**config.mk**
```make
export PLATFORM = sky130hd
export DESIGN_NAME = serial_adder_flat
export DESIGN_NICKNAME = d
export VERILOG_FILES = /design/src/rtl/serial_adder_if.sv /design/src/rtl/serial_adder.sv /design/src/flat_wrapper.sv
export SDC_FILE = /design/constraint.sdc
export NUM_CORES = 1
export LEC_CHECK = 0
export BUFFER_PORTS_ARGS = -buffer_cell sky130_fd_sc_hd__clkbuf_2
export CORE_ASPECT_RATIO = 1.75
export CORE_UTILIZATION = 54
export DETAILED_ROUTE_END_ITERATION = 12
export PLACE_DENSITY = 0.78
export RECOVER_POWER = 25
export SLEW_MARGIN = 10
export SYNTH_ARGS = -nofsm -noshare
export SYNTH_HDL_FRONTEND = slang
export SYNTH_SLANG_ARGS = --single-unit
```
**constraint.sdc**
```tcl
create_clock -name clk -period 1.7 [get_ports clk]
set_input_delay 0.51 -clock clk [delete_from_list [all_inputs] [get_ports clk]]
set_output_delay 0.51 -clock clk [all_outputs]
set_load 0.02 [all_outputs]
```
**src/rtl/serial_adder_if.sv**
```systemverilog
// rtl/serial_adder_if.sv - operand/result handshake bundle between an operand source and serial_adder
interface serial_adder_if #(
    parameter int WIDTH = 8
);
    logic             start;
    logic [WIDTH-1:0] a_in;
    logic [WIDTH-1:0] b_in;
    logic             cin;
    logic             busy;
    logic             done;
    logic [WIDTH-1:0] sum_out;
    logic             cout;
    logic             ovf;

    modport master (
        output start, a_in, b_in, cin,
        input  busy, done, sum_out, cout, ovf
    );

    modport slave (
        input  start, a_in, b_in, cin,
        output busy, done, sum_out, cout, ovf
    );
endinterface

```
**src/rtl/serial_adder.sv**
```systemverilog
// rtl/serial_adder.sv - bit-serial WIDTH-bit adder, one full-adder slice per clock, LSB first
// Optional signed-overflow flag built only when SERIAL_ADDER_OVF_EN is defined.
module serial_adder #(
    parameter int WIDTH = 8
) (
    input  logic          clk,
    input  logic          rst_n,
    serial_adder_if.slave bus
);
    localparam int CNT_W = (WIDTH > 1) ? $clog2(WIDTH) : 1;
    localparam logic [WIDTH-1:0] MSB_BIT = WIDTH'(1) << (WIDTH - 1);

    typedef enum logic [1:0] {IDLE, SHIFT, DONE} state_t;

    state_t           state_q, state_d;
    logic [WIDTH-1:0] a_q, a_d;
    logic [WIDTH-1:0] b_q, b_d;
    logic             c_q, c_d;
    logic [WIDTH-1:0] sr_q, sr_d;
    logic [CNT_W-1:0] cnt_q, cnt_d;
    logic [WIDTH-1:0] sum_q, sum_d;
    logic             cout_q, cout_d;
    logic             s_bit, c_next, last_bit;

    assign s_bit    = a_q[0] ^ b_q[0] ^ c_q;
    assign c_next   = (a_q[0] & b_q[0]) | (a_q[0] & c_q) | (b_q[0] & c_q);
    assign last_bit = (cnt_q == CNT_W'(WIDTH - 1));

    always_ff @(posedge clk or negedge rst_n) begin
        if (!rst_n) begin
            state_q <= IDLE;
        end else begin
            state_q <= state_d;
        end
    end

    always_comb begin
        state_d = state_q;
        case (state_q)
            IDLE:    if (bus.start) state_d = SHIFT;
            SHIFT:   if (last_bit) state_d = DONE;
            DONE:    state_d = IDLE;
            default: state_d = IDLE;
        endcase
    end

    always_comb begin
        bus.busy = (state_q == SHIFT);
        bus.done = (state_q == DONE);
    end

    always_comb begin
        a_d    = a_q;
        b_d    = b_q;
        c_d    = c_q;
        sr_d   = sr_q;
        cnt_d  = cnt_q;
        sum_d  = sum_q;
        cout_d = cout_q;
        if (state_q == IDLE && bus.start) begin
            a_d   = bus.a_in;
            b_d   = bus.b_in;
            c_d   = bus.cin;
            sr_d  = '0;
            cnt_d = '0;
        end else if (state_q == SHIFT) begin
            a_d   = a_q >> 1;
            b_d   = b_q >> 1;
            c_d   = c_next;
            sr_d  = (sr_q >> 1) | (s_bit ? MSB_BIT : '0);
            cnt_d = cnt_q + CNT_W'(1);
            // Result registers only move on the final slice so sum_out stays stable while shifting.
            if (last_bit) begin
                sum_d  = sr_d;
                cout_d = c_next;
            end
        end
    end

    always_ff @(posedge clk or negedge rst_n) begin
        if (!rst_n) begin
            a_q    <= '0;
            b_q    <= '0;
            c_q    <= 1'b0;
            sr_q   <= '0;
            cnt_q  <= '0;
            sum_q  <= '0;
            cout_q <= 1'b0;
        end else begin
            a_q    <= a_d;
            b_q    <= b_d;
            c_q    <= c_d;
            sr_q   <= sr_d;
            cnt_q  <= cnt_d;
            sum_q  <= sum_d;
            cout_q <= cout_d;
        end
    end

    assign bus.sum_out = sum_q;
    assign bus.cout    = cout_q;

`ifdef SERIAL_ADDER_OVF_EN
    logic ovf_q, ovf_d;

    // On the last slice c_q is the carry into the MSB and c_next the carry out of it.
    always_comb begin
        ovf_d = ovf_q;
        if (state_q == SHIFT && last_bit) ovf_d = c_q ^ c_next;
    end

    always_ff @(posedge clk or negedge rst_n) begin
        if (!rst_n) begin
            ovf_q <= 1'b0;
        end else begin
            ovf_q <= ovf_d;
        end
    end

    assign bus.ovf = ovf_q;
`else
    assign bus.ovf = 1'b0;
`endif
endmodule

```
**src/flat_wrapper.sv**
```systemverilog
// flat-port wrapper written by rule: the top's interface ports become plain ports
module serial_adder_flat 
#(
    parameter int WIDTH = 8
)
  (clk, rst_n, bus_start, bus_a_in, bus_b_in, bus_cin, bus_busy, bus_done, bus_sum_out, bus_cout, bus_ovf);
  serial_adder_if #(.WIDTH(WIDTH)) bus_i ();
  input  logic clk;
  input  logic rst_n;
  input wire logic [$bits(bus_i.start)-1:0] bus_start;
  input wire logic [$bits(bus_i.a_in)-1:0] bus_a_in;
  input wire logic [$bits(bus_i.b_in)-1:0] bus_b_in;
  input wire logic [$bits(bus_i.cin)-1:0] bus_cin;
  output wire logic [$bits(bus_i.busy)-1:0] bus_busy;
  output wire logic [$bits(bus_i.done)-1:0] bus_done;
  output wire logic [$bits(bus_i.sum_out)-1:0] bus_sum_out;
  output wire logic [$bits(bus_i.cout)-1:0] bus_cout;
  output wire logic [$bits(bus_i.ovf)-1:0] bus_ovf;
  assign bus_i.start = bus_start;
  assign bus_i.a_in = bus_a_in;
  assign bus_i.b_in = bus_b_in;
  assign bus_i.cin = bus_cin;
  assign bus_busy = bus_i.busy;
  assign bus_done = bus_i.done;
  assign bus_sum_out = bus_i.sum_out;
  assign bus_cout = bus_i.cout;
  assign bus_ovf = bus_i.ovf;
  serial_adder #(.WIDTH(WIDTH)) u_core (.clk(clk), .rst_n(rst_n), .bus(bus_i));
endmodule
```
# Word level (Yosys, flattened, before mapping)

Index checks and enable logic that the tools add are counted.

Bitwise gates (word level): 9
$add $sub $neg: 1
Muxes and demuxes: 14
Reductions and logical operators: 5
Equality and inequality tests: 5

Operators by type and width:

| kind                                          | number |
|---|---|
| 2-to-1 mux 8 bit                              | 7 |
| bitwise OR 7 x 8 -> 8 bit                     | 1 |
| 2-to-1 mux 3 bit                              | 2 |
| 2-to-1 mux 2 bit                              | 2 |
| one-hot mux 2 bit (2 select lines)            | 1 |
| adder 3 x 1 -> 3 bit, second input constant   | 1 |
| bitwise AND 1 bit                             | 3 |
| == test 3 bit, second input constant          | 1 |
| AND reduction 3 bit                           | 1 |
| == test 2 x 1 -> 1 bit, second input constant | 1 |
| == test 2 bit, second input constant          | 1 |
| zero test 2 bit                               | 1 |
| 2-to-1 mux 1 bit                              | 2 |
| != test 2 x 1 -> 1 bit, second input constant | 1 |
| != test 2 bit, second input constant          | 1 |
| bitwise OR 1 bit                              | 2 |
| AND reduction 2 bit                           | 1 |
| nonzero test 2 bit                            | 1 |
| bitwise XOR 1 bit                             | 2 |
| logical AND 1 bit                             | 1 |
| NOT 1 bit                                     | 1 |

Bits of input ports: 20
Register bits: 39
Output and inout port bits: 12
Logic and storage cells: 42

# Depth between registers and ports, before layout

Depth after elaboration: 6
Mapped depth: 7
Mapped depth without buffers: 4

# Worst setup path after synthesis

Ideal clock, no wire load.

Kind: reg2out
Start point: register u_core.state_q[1]
End point: output port bus_done
Cell stages (with the launch flop): 4
Path slack: 0.238 ns
Arrival: 0.952 ns
Path buffers: 1
Cells stage by stage: dfrtp_1 > inv_1 > buf_2 > nor2_1

Word-level cells in the longest chain between the ends: 1

Ends and longest elaborated chain:

| element                  | line               | text |
|---|---|---|
| start: declaration       | serial_adder.sv:15 | `state_t state_q, state_d;` |
| start signal: assignment | serial_adder.sv:33 | `state_q <= state_d;` |
| == test 2 bit            | serial_adder.sv:49 | `bus.done = (state_q == DONE);` |
| end: declaration         | flat_wrapper.sv:15 | `output wire logic [$bits(bus_i.done)-1:0] bus_done;` |

No other way between the ends.

# Worst setup path in the final report

Start point: register u_core.state_q[1]
End point: output port bus_busy

Word-level cells in the longest chain between the ends: 1

Ends and longest elaborated chain:

| element                | line               | text |
|---|---|---|
| == test 2 x 1 -> 1 bit | serial_adder.sv:48 | `bus.busy = (state_q == SHIFT);` |
| end: declaration       | flat_wrapper.sv:14 | `output wire logic [$bits(bus_i.busy)-1:0] bus_busy;` |

No other way between the ends.

==> impl_results.md <==
- Status: complete, but fails checks
- Failing checks: design-rule violations
- Synth warnings: 0
- Crit. End Element: output port
- # setup viols final: 0
- Drt total wl: about 3300 µm
- CP Launch Type: register
- Largest net degree at the start of global routing: 39
- 1st-iter DRT viols: 40
- Drt drc: 1
- Detailed placer's ending HPWL: ~2300 µm
- GRT Residual Overflow: 0
- Cells after Synth: 137
- Commonest non-fill, non-tap cell in the layout: dfrtp_1
- Worst Setup Path Type: register to output port
- CTS sink count: 38
- Worst Hold Class: primary input to async pin
- Top Ports: 32
- Initial Utilization: 57.1%
- Vias in the first global route: 1221
- Reg area: about 950 µm²
- Non-filler cells in the finished layout: between 150 and 200
- Root Buffer: clkbuf_8
- Mapped cell area: approximately 1700 µm²
- Synth area leaders: dfrtp_1, mux2_4, o22ai_1
- Area post-placement: around 1800 µm²
- Routed WL per cell: around 17 µm
- R2R cell count: 4
- Vias per cell: ~6.1
- Most frequent cells in the layout: dfrtp_1, clkbuf_2, o22ai_1, a21oi_1, nor2_1
- Area Growth Syn to Fin: 14.9%
- R2R Setup Slk: approximately 0.25 ns
- Total negative slack: 0 ns
- Sequential fraction of the synthesis area: between 50% and 60%
- Slew Limit Fails: 0
- Multi-input gate area: 626 µm²
- Clock transition at path regs: ~0.07 ns
- Total number of vias: 1214
- Num CTS Buffers: 5
- Initial antenna violation count: 0
- Inserted Diodes: 0
- Full die area: roughly 3300 µm²
- CP Data Arrival Time: around 1.1 ns
- LEAKAGE: between 0.9 and 1 nW
- Die Wd: 44.1 µm
- Total Routing Usage GR: 23.1%
- GPL Wtd Cong: about 0.83
- # fillers: 238
- Clk_lat worst skew: between 0.2 and 0.3 ns
- Final hold violation count: 0
- Max clock buf depth: 2
- Worst-Margin Slew: just under 0.9 ns
- Cells after DPL: around 190
- Yosys top cell area share: between 50% and 60%
- IO Port Bufs: 30
- Antenna viol nets, final: 0
- Slew Limit Headroom: 40.7%
- Crit Path Max Fanout: 12
- R2r startpoint: u_core.cnt_q[0]
- Die H: ~76 µm
- Yosys cell types: 25
- RSZ-0062 raised after global routing: no
- Peak supply drop: about 1400 µV
- Total of max-cap violations: 0
- Layout cells sized above 1: between 30% and 40%
- Net Count, Synth: 160
- Core area: between 2000 and 3000 µm²
- Leading area contributor after synthesis: dfrtp_1
- CP required: 1.19 ns
- DRT Pass-1 Iters: 10
- First-pass GRT wire length: around 5500 µm
- F_max: slightly above 600 MHz
- Clock Skews: approximately 0.0074 ns
- Syn avg cell area: around 12 µm²
- Fin nets: about 190
- CTS Hold Bufs: 0
- Rows: 26
- Worst R2R End: u_core.bus.sum_out[0]
- Fin crit period: between 1.5 and 2 ns
- Seq cells post-synth: 38
- CTS tree: yes
- PwrDens: between 1500 and 2000 nW/µm²
- Period utilisation layout: between 90% and 100%
- Design area: 1920 µm²
- Clock H-tree levels: 2
-- power breakdown --
| group | total, W | internal [W] | switching, W |
|---|---|---|---|
| Combinational | 0.00150 | 0.000736 | 0.000763 |
| Clock | 0.000637 | 0.000327 | 0.000310 |
| Sequential | 0.00162 | 0.00131 | 0.000302 |
-- sequential cells by signal, summed over array words and instances (netlist names) --
signal / flops
u_core.a_q: 8
u_core.sr_q: 7
u_core.cnt_q: 3
u_core.b_q: 8
u_core.c_q: 1
u_core.bus.sum_out: 8
u_core.state_q: 2
u_core.bus.cout: 1
-- how the worst max path moves through the flow --
stage	depth (start not counted)	endpoint	startpoint	slack [ns]
after global routing	3	bus_busy	u_core.state_q[1]	0.01
after CTS	3	bus_busy	u_core.state_q[1]	0.02
after global placement	3	bus_busy	u_core.state_q[0]	0.25
after detailed placement	3	bus_busy	u_core.state_q[0]	0.21
after floorplan	3	bus_done	u_core.state_q[1]	0.24
final	3	bus_busy	u_core.state_q[1]	0.05
-- Yosys cell counts --
master,number
buf_4,1
mux2_4,9
nand2_1,1
o21ba_2,1
nor3_1,1
nand2b_1,2
fa_1,1
inv_8,1
nand2b_4,1
dfrtp_1,38
nor4b_1,1
nand2_8,1
buf_2,5
ha_1,2
nor2_1,12
conb_1,1
a22o_1,9
o21ai_0,3
clkbuf_1,2
and2b_1,1
buf_6,3
a21oi_1,16
inv_1,3
o22ai_1,21
a32o_1,1
-- metal layers --
layer	part of all wire [%]	global-route usage, %	vias up
li1	-	-	560
met1	41	26.1	611
met4	2.1	12.5	0
met5	0	0	-
met3	4.4	7.35	8
met2	53	38.4	35
-- critical path: stages (launching register included) --
cell	delay (ns)
dfrtp_1	0.41
nand2b_4	0.18
inv_8	0.11
buf_4	0.15
-- cells by family (layout without fill, tap and decap cells) --
group / count (synthesis) / in the layout / share of synthesized area, %
AO/OA/AOI/OAI: 51 / 51 / 19.4
flip-flops: 38 / 38 / 56.8
AND/OR/NAND/NOR: 20 / 20 / 6.96
buffers and inverters: 15 / 48 / 5.76
multiplexers: 9 / 9 / 8.08
adder cells (fa/ha/maj): 3 / 3 / 2.69
other: 1 / 1 / 0.224
-- area by class of cell --
cell class / count / share of cell area, %
clock buffer: 7 / 4.49
clock inverter: 1 / 0.260
multi-input combinational: 84 / 32.6
sequential: 38 / 49.5
inverter: 4 / 1.17
timing repair buffer: 36 / 10.2
tap: 28 / 1.82
-- metrics by stage --
| step | hold slack [ns] | setup WS, ns | power, W | util, % |
|---|---|---|---|---|
| 2_1_floorplan | 0.214 | 0.238 | 0.00274 | - |
| 3_3_place_gp | 0.466 | 0.251 | 0.00299 | 61.7 |
| 3_5_place_dp | 0.474 | 0.205 | 0.00308 | 61.7 |
| 4_1_cts | 0.267 | 0.0239 | 0.00376 | 65.6 |
| 5_1_grt | 0.463 | 0.0117 | 0.00399 | 65.6 |
| 6_report | 0.408 | 0.0501 | 0.00375 | 65.6 |
-- timing repair --
action,4_1_cts,5_1_grt
resized for setup,1,2
setup buffers,3,0
gates cloned,0,0
setup endpoints to repair,1,1
Power figures use the tool's default switching activity.
